$ cat src/rtl/tug_pkg.sv
// Shared types and helpers for the tug-of-war match controller.
// Holds the controller state encoding, side constants and centre derivation.
package tug_pkg;

  typedef enum logic [2:0] {
    IDLE      = 3'b000,
    ARMED     = 3'b001,
    LIVE      = 3'b010,
    WON       = 3'b011,
    MATCH_END = 3'b100
  } state_t;

  localparam logic LEFT  = 1'b0;
  localparam logic RIGHT = 1'b1;

  function automatic int tug_ctr(input int npos);
    return (npos - 1) / 2;
  endfunction

endpackage

$ cat src/rtl/tug_match_ctrl_push_arb.sv
// Combinational push arbitration: turns the two player pushes plus the current
// phase into rope move strobes, applying the false-start penalty clamp.
module push_arb #(
  parameter int NPOS  = 9,
  parameter int POS_W = 4
) (
  input  logic             i_push_l,
  input  logic             i_push_r,
  input  logic             i_armed,
  input  logic             i_live,
  input  logic [POS_W-1:0] i_pos,
  output logic             o_move_dec,
  output logic             o_move_inc
);

  localparam logic [POS_W-1:0] P_LO = POS_W'(1);
  localparam logic [POS_W-1:0] P_HI = POS_W'(NPOS - 2);

  logic w_lone_l;
  logic w_lone_r;

  assign w_lone_l = i_push_l & ~i_push_r;
  assign w_lone_r = i_push_r & ~i_push_l;

  always_comb begin
    o_move_dec = 1'b0;
    o_move_inc = 1'b0;
    if (i_live) begin
      o_move_dec = w_lone_l;
      o_move_inc = w_lone_r;
    end else if (i_armed) begin
      // A false start pushes the rope away from the pusher's goal, never onto a goal.
      o_move_inc = w_lone_l && (i_pos < P_HI);
      o_move_dec = w_lone_r && (i_pos > P_LO);
    end
  end

endmodule

$ cat src/rtl/tug_match_ctrl.sv
// Match-level tug-of-war controller: rope position, round wins, false-start
// penalties, per-player scores and best-of-N match termination.
module tug_match_ctrl
  import tug_pkg::*;
#(
  parameter int NPOS       = 9,
  parameter int POS_W      = 4,
  parameter int WIN_ROUNDS = 3,
  parameter int SCORE_W    = 2
) (
  input  logic               clk,
  input  logic               rst_n,
  input  logic               push_l,
  input  logic               push_r,
  input  logic               clear,
  input  logic               live,
  output logic [POS_W-1:0]   pos,
  output logic               winrnd,
  output logic               round_winner,
  output logic [SCORE_W-1:0] score_l,
  output logic [SCORE_W-1:0] score_r,
  output logic               match_over,
  output logic               match_winner
);

  localparam logic [POS_W-1:0]   P_CTR  = POS_W'(tug_ctr(NPOS));
  localparam logic [POS_W-1:0]   P_ONE  = POS_W'(1);
  localparam logic [POS_W-1:0]   P_PRE  = POS_W'(NPOS - 2);
  localparam logic [SCORE_W-1:0] S_WIN  = SCORE_W'(WIN_ROUNDS);
  localparam logic [SCORE_W-1:0] S_ONE  = SCORE_W'(1);

  state_t               r_state;
  state_t               w_state_nxt;
  logic [POS_W-1:0]     r_pos;
  logic [POS_W-1:0]     w_pos_nxt;
  logic [POS_W-1:0]     w_pos_mv;
  logic                 r_winrnd;
  logic                 w_winrnd_nxt;
  logic                 r_round_winner;
  logic                 w_round_winner_nxt;
  logic [SCORE_W-1:0]   r_score_l;
  logic [SCORE_W-1:0]   r_score_r;
  logic [SCORE_W-1:0]   w_score_l_nxt;
  logic [SCORE_W-1:0]   w_score_r_nxt;
  logic                 r_match_over;
  logic                 w_match_over_nxt;
  logic                 r_match_winner;
  logic                 w_match_winner_nxt;
  logic                 w_move_dec;
  logic                 w_move_inc;
  logic                 w_win_l;
  logic                 w_win_r;
  logic                 w_win;
  logic [SCORE_W-1:0]   w_won_score;
  logic                 w_match_pt;

  push_arb #(
    .NPOS  (NPOS),
    .POS_W (POS_W)
  ) u_push_arb (
    .i_push_l   (push_l),
    .i_push_r   (push_r),
    .i_armed    (r_state == ARMED),
    .i_live     (r_state == LIVE),
    .i_pos      (r_pos),
    .o_move_dec (w_move_dec),
    .o_move_inc (w_move_inc)
  );

  always_comb begin
    w_pos_mv = r_pos;
    if (w_move_inc) begin
      w_pos_mv = r_pos + P_ONE;
    end else if (w_move_dec) begin
      w_pos_mv = r_pos - P_ONE;
    end
  end

  // Only a live push can land on a goal; the armed clamp keeps penalties off them.
  assign w_win_l     = (r_state == LIVE) && w_move_dec && (r_pos == P_ONE);
  assign w_win_r     = (r_state == LIVE) && w_move_inc && (r_pos == P_PRE);
  assign w_win       = w_win_l | w_win_r;
  assign w_won_score = (r_round_winner == RIGHT) ? r_score_r : r_score_l;
  assign w_match_pt  = (w_won_score == S_WIN);

  always_ff @(posedge clk or negedge rst_n) begin
    if (!rst_n) begin
      r_state <= IDLE;
    end else begin
      r_state <= w_state_nxt;
    end
  end

  always_comb begin
    w_state_nxt = r_state;
    case (r_state)
      IDLE: begin
        if (!clear) begin
          w_state_nxt = live ? LIVE : ARMED;
        end
      end
      ARMED: begin
        if (clear) begin
          w_state_nxt = IDLE;
        end else if (live) begin
          w_state_nxt = LIVE;
        end
      end
      LIVE: begin
        if (w_win) begin
          w_state_nxt = WON;
        end else if (clear) begin
          w_state_nxt = IDLE;
        end
      end
      WON: begin
        if (w_match_pt) begin
          w_state_nxt = MATCH_END;
        end else if (clear) begin
          w_state_nxt = IDLE;
        end
      end
      MATCH_END: w_state_nxt = MATCH_END;
      default:   w_state_nxt = IDLE;
    endcase
  end

  always_comb begin
    w_pos_nxt          = r_pos;
    w_winrnd_nxt       = 1'b0;
    w_round_winner_nxt = r_round_winner;
    w_score_l_nxt      = r_score_l;
    w_score_r_nxt      = r_score_r;
    w_match_over_nxt   = r_match_over;
    w_match_winner_nxt = r_match_winner;
    case (r_state)
      IDLE: w_pos_nxt = P_CTR;
      ARMED, LIVE: begin
        w_pos_nxt = (w_state_nxt == IDLE) ? P_CTR : w_pos_mv;
        if (w_win) begin
          w_winrnd_nxt       = 1'b1;
          w_round_winner_nxt = w_win_r ? RIGHT : LEFT;
          if (w_win_r) begin
            w_score_r_nxt = r_score_r + S_ONE;
          end else begin
            w_score_l_nxt = r_score_l + S_ONE;
          end
        end
      end
      WON: begin
        if (w_state_nxt == MATCH_END) begin
          w_match_over_nxt   = 1'b1;
          w_match_winner_nxt = r_round_winner;
        end else if (w_state_nxt == IDLE) begin
          w_pos_nxt = P_CTR;
        end
      end
      default: ;
    endcase
  end

  always_ff @(posedge clk or negedge rst_n) begin
    if (!rst_n) begin
      r_pos          <= P_CTR;
      r_winrnd       <= 1'b0;
      r_round_winner <= LEFT;
      r_score_l      <= '0;
      r_score_r      <= '0;
      r_match_over   <= 1'b0;
      r_match_winner <= LEFT;
    end else begin
      r_pos          <= w_pos_nxt;
      r_winrnd       <= w_winrnd_nxt;
      r_round_winner <= w_round_winner_nxt;
      r_score_l      <= w_score_l_nxt;
      r_score_r      <= w_score_r_nxt;
      r_match_over   <= w_match_over_nxt;
      r_match_winner <= w_match_winner_nxt;
    end
  end

  assign pos          = r_pos;
  assign winrnd       = r_winrnd;
  assign round_winner = r_round_winner;
  assign score_l      = r_score_l;
  assign score_r      = r_score_r;
  assign match_over   = r_match_over;
  assign match_winner = r_match_winner;

endmodule

$ cat config.mk
export PLATFORM = sky130hd
export DESIGN_NAME = tug_match_ctrl
export DESIGN_NICKNAME = d
export VERILOG_FILES = /design/src/rtl/tug_pkg.sv /design/src/rtl/tug_match_ctrl_push_arb.sv /design/src/rtl/tug_match_ctrl.sv
export SDC_FILE = /design/constraint.sdc
export NUM_CORES = 1
export LEC_CHECK = 0
export ABC_CLOCK_PERIOD_IN_PS = 3200
export BUFFER_PORTS_ARGS = -buffer_cell sky130_fd_sc_hd__buf_2
export CAP_MARGIN = 25
export CORE_MARGIN = 5
export CORE_UTILIZATION = 58
export DETAILED_ROUTE_END_ITERATION = 8
export GPL_TIMING_DRIVEN = 0
export PLACE_DENSITY_LB_ADDON = 0.2
export SLEW_MARGIN = 20
export SYNTH_ARGS = -nofsm -noshare
export SYNTH_HDL_FRONTEND = slang
export SYNTH_SLANG_ARGS = --single-unit
export TNS_END_PERCENT = 20
$ cat constraint.sdc
create_clock -name clk -period 3.2 [get_ports clk]
set_clock_uncertainty 0.1 [all_clocks]
set_input_delay 0.16 -clock clk [delete_from_list [all_inputs] [get_ports clk]]
set_output_delay 0.16 -clock clk [all_outputs]
set_load 0.01 [all_outputs]
==> impl_metrics.env <==
export IMPL_syn2layout_area_growth_pct=14.1
export IMPL_synth_top_cell_area_share_pct=34.7
export IMPL_power_internal_mw=0.341
export IMPL_yosys_area_top_type="dfrtp_1"
export IMPL_crit_buf_inv=1
export IMPL_synth_warnings=0
export IMPL_dieArea_sq_um=2680
export IMPL_fin_util_pct=68.2
export IMPL_switching_share_pct=33.2
export IMPL_cts_max_level=1
export IMPL_power_switching_mw=0.170
export IMPL_critical_path_cell_chain="ha_1 > and4b_1 > o21ai_2 > inv_2 > nor4b_2 > nor2_1 > a22o_1"
export IMPL_start_util_pct=59.8
export IMPL_hp_class="in2reg"
export IMPL_tns_ns=0
export IMPL_p_leak_nw=0.581
export IMPL_synthCells=93
export IMPL_synth_cell_area_sq_um=1010
export IMPL_ant_nets=0
export IMPL_dp_hpwl_mm=1.58
export IMPL_root_buffer="clkbuf_4"
export IMPL_synthTopCellsByArea="dfrtp_1 35%, xnor2_1 4.3%, ha_1 3.7%"
export IMPL_drv_cap=0
export IMPL_startpoint_type="flop"
export IMPL_crit_path_top_delay_cell="dfrtp_1"
export IMPL_maxSlewViolCount=0
export IMPL_clock_sinks=15
export IMPL_grt_start_max_net_pins=16
export IMPL_worst_pin_slew_ns=0.640
export IMPL_via_per_inst=5.96
export IMPL_dieWidth_um=51.7
export IMPL_max_freq_ghz=0.471
export IMPL_comb_power_share_pct=34.0
export IMPL_critPathMaxStageDelay_ns=0.45
export IMPL_overflow=0
export IMPL_routed_wirelength_mm=2.00
export IMPL_synth_area_per_cell_sq_um=10.9
export IMPL_synth_cell_types=47
export IMPL_pre_cts_ws_ns=1.08
export IMPL_antenna_found_initial=0
export IMPL_outcome="completed"
export IMPL_rsz0062_at_grt="no"
export IMPL_drive_gt1_share_pct=33.0
export IMPL_period_minus_slack_ns=2.12
export IMPL_drt_pass1_iterations=4
export IMPL_synthesis_nets=102
export IMPL_finalSetupViolCount=0
export IMPL_setup_worst_path_end_class="flop"
export IMPL_async_reset_ff_share_pct=100
export IMPL_antennaDiodeCount=0
export IMPL_drt_initial_drc_count=28
export IMPL_grt_pass1_vias=791
export IMPL_cp_data_arrival_time_ns=2.20
export IMPL_cts_tree="done"
export IMPL_cp_required_ns=3.28
export IMPL_num_vias=787
export IMPL_die_y_um=51.7
export IMPL_port_buffers=17
export IMPL_place_area_sq_um=1120
export IMPL_finalHoldViolCount=0
export IMPL_hold_slack_ns=0.0760
export IMPL_grt_pass1_wl_mm=3.48
export IMPL_routabilityCongestion=0.804
export IMPL_nets=125
export IMPL_clk_pin_slew_ns=0.08
export IMPL_timing_final_crit_share_pct=66.3
export IMPL_crit_type="reg2reg"
export IMPL_grt_usage_pct=17.9
export IMPL_cp_max_fo=7
export IMPL_cts_buffer_depth=2
export IMPL_post_drt_wl_per_cell_um=15.2
export IMPL_irDropWorstVdd_mv=0.395
export IMPL_core_area_sq_um=1690
export IMPL_cts_resized=0
export IMPL_fill_cells=137
export IMPL_power_density_nw_per_um2=443
export IMPL_crit_family="simple AND/OR/NAND/NOR gates"
export IMPL_synth_edff_count=0
export IMPL_setup_slack_ns=1.08
export IMPL_std_cell_rows=15
export IMPL_io_pins=18
export IMPL_relSlewSlack_pct=57.1
export IMPL_cts_buffers=3
export IMPL_postCtsSetupRepairBufs=0
export IMPL_clock_latency_ns=0.28
export IMPL_p_seq_share_pct=46.0
export IMPL_route_detailed_drc=0
export IMPL_seq_area_frac_synth_pct=37.3
export IMPL_pwr_share_clk_pct=19.9
export IMPL_ys_ff_latch=15
export IMPL_ys_flop_type="dfrtp_1"
export IMPL_finalInstanceArea_sq_um=1150
## what timing repair did
item,4_1_cts,5_1_grt
hold buffers,1,0
hold endpoints to repair,15,0
endpoints found under the setup margin,0,0
## state kept, by name, indices dropped and copies added, names as in the netlist
name	cells
pos	4
r_state	3
score_l	2
score_r	2
match_over	1
match_winner	1
round_winner	1
winrnd	1
## area by class of cell
type	count	area (sq um)	share of cell area, %
multi-input combinational	69	577	50.1
sequential	15	377	32.7
timing repair buffer	18	95.1	8.25
buffer	3	33.8	2.93
clock buffer	4	26.3	2.28
inverter	6	22.5	1.95
tap	17	21.3	1.85
## metal layers
| layer | up-vias | GRT usage, % | wire length, um |
|---|---|---|---|
| met5 | - | 0 | 0 |
| met4 | 0 | 5.68 | 12 |
| met1 | 376 | 21.7 | 925 |
| met2 | 20 | 29.2 | 940 |
| met3 | 2 | 6.59 | 123 |
| li1 | 389 | - | - |
## layout by cell type (no fill, tap or decap), types with 2 or more instances in the layout
cell type / synthesis / final
xnor2_1: 5 / 5
clkbuf_4: 0 / 3
ha_1: 3 / 3
a22o_1: 2 / 2
dfrtp_1: 14 / 14
and2_1: 2 / 2
buf_6: 3 / 3
o21a_1: 2 / 2
xor2_1: 2 / 2
buf_2: 0 / 17
nand3_1: 4 / 4
nor3_1: 2 / 2
inv_1: 5 / 5
o21ai_0: 2 / 2
nor2_1: 6 / 6
mux2i_1: 2 / 2
nand2_1: 7 / 7
## synthesized netlist by cell type, drive strengths merged, types with 3 or more instances
master / number
o21ai: 4
nor2: 6
dfrtp: 14
nand3: 4
ha: 3
xnor2: 5
nand2: 7
inv: 6
buf: 3
## per-stage QoR
stage                     cells  power, mW
final                       132      0.510
after global routing        132      0.553
after CTS                   132      0.516
after detailed placement    127      0.411
after global placement      127      0.405
after floorplan              93      0.363
## final timing paths
| check | slack (ns) | cells after the start | from | endpoint |
|---|---|---|---|---|
| setup / recovery | 1.08 | 7 | pos[0] | pos[3] |
| hold / removal | 0.08 | 2 | live | r_state[1] |
| setup reg to reg | 1.08 | 7 | pos[0] | pos[3] |
| hold reg to reg | 0.38 | 1 | match_over | match_over |
| max in group asynchronous | 2.50 | 2 | rst_n | pos[2] |
| min in group asynchronous | 0.20 | 2 | rst_n | score_l[0] |
## cell families after synthesis
family	count (synthesis)	synth area share [%]
fa+ha+maj	3	3.72
buf+inv	9	5.58
xor+xnor	7	6.07
compound gates	23	21.6
simple gates	32	21.6
mux	4	4.21
flops	15	37.3
## power groups by stage
stage | sequential [mW] | clock (mW) | combinational, mW
final | 0.235 | 0.102 | 0.174
after global routing | 0.240 | 0.120 | 0.193
after CTS | 0.235 | 0.107 | 0.174
after detailed placement | 0.239 | 0 | 0.173
after global placement | 0.237 | 0 | 0.168
after floorplan | 0.242 | 0 | 0.121
Note: power is estimated with default switching activity, not from simulation.
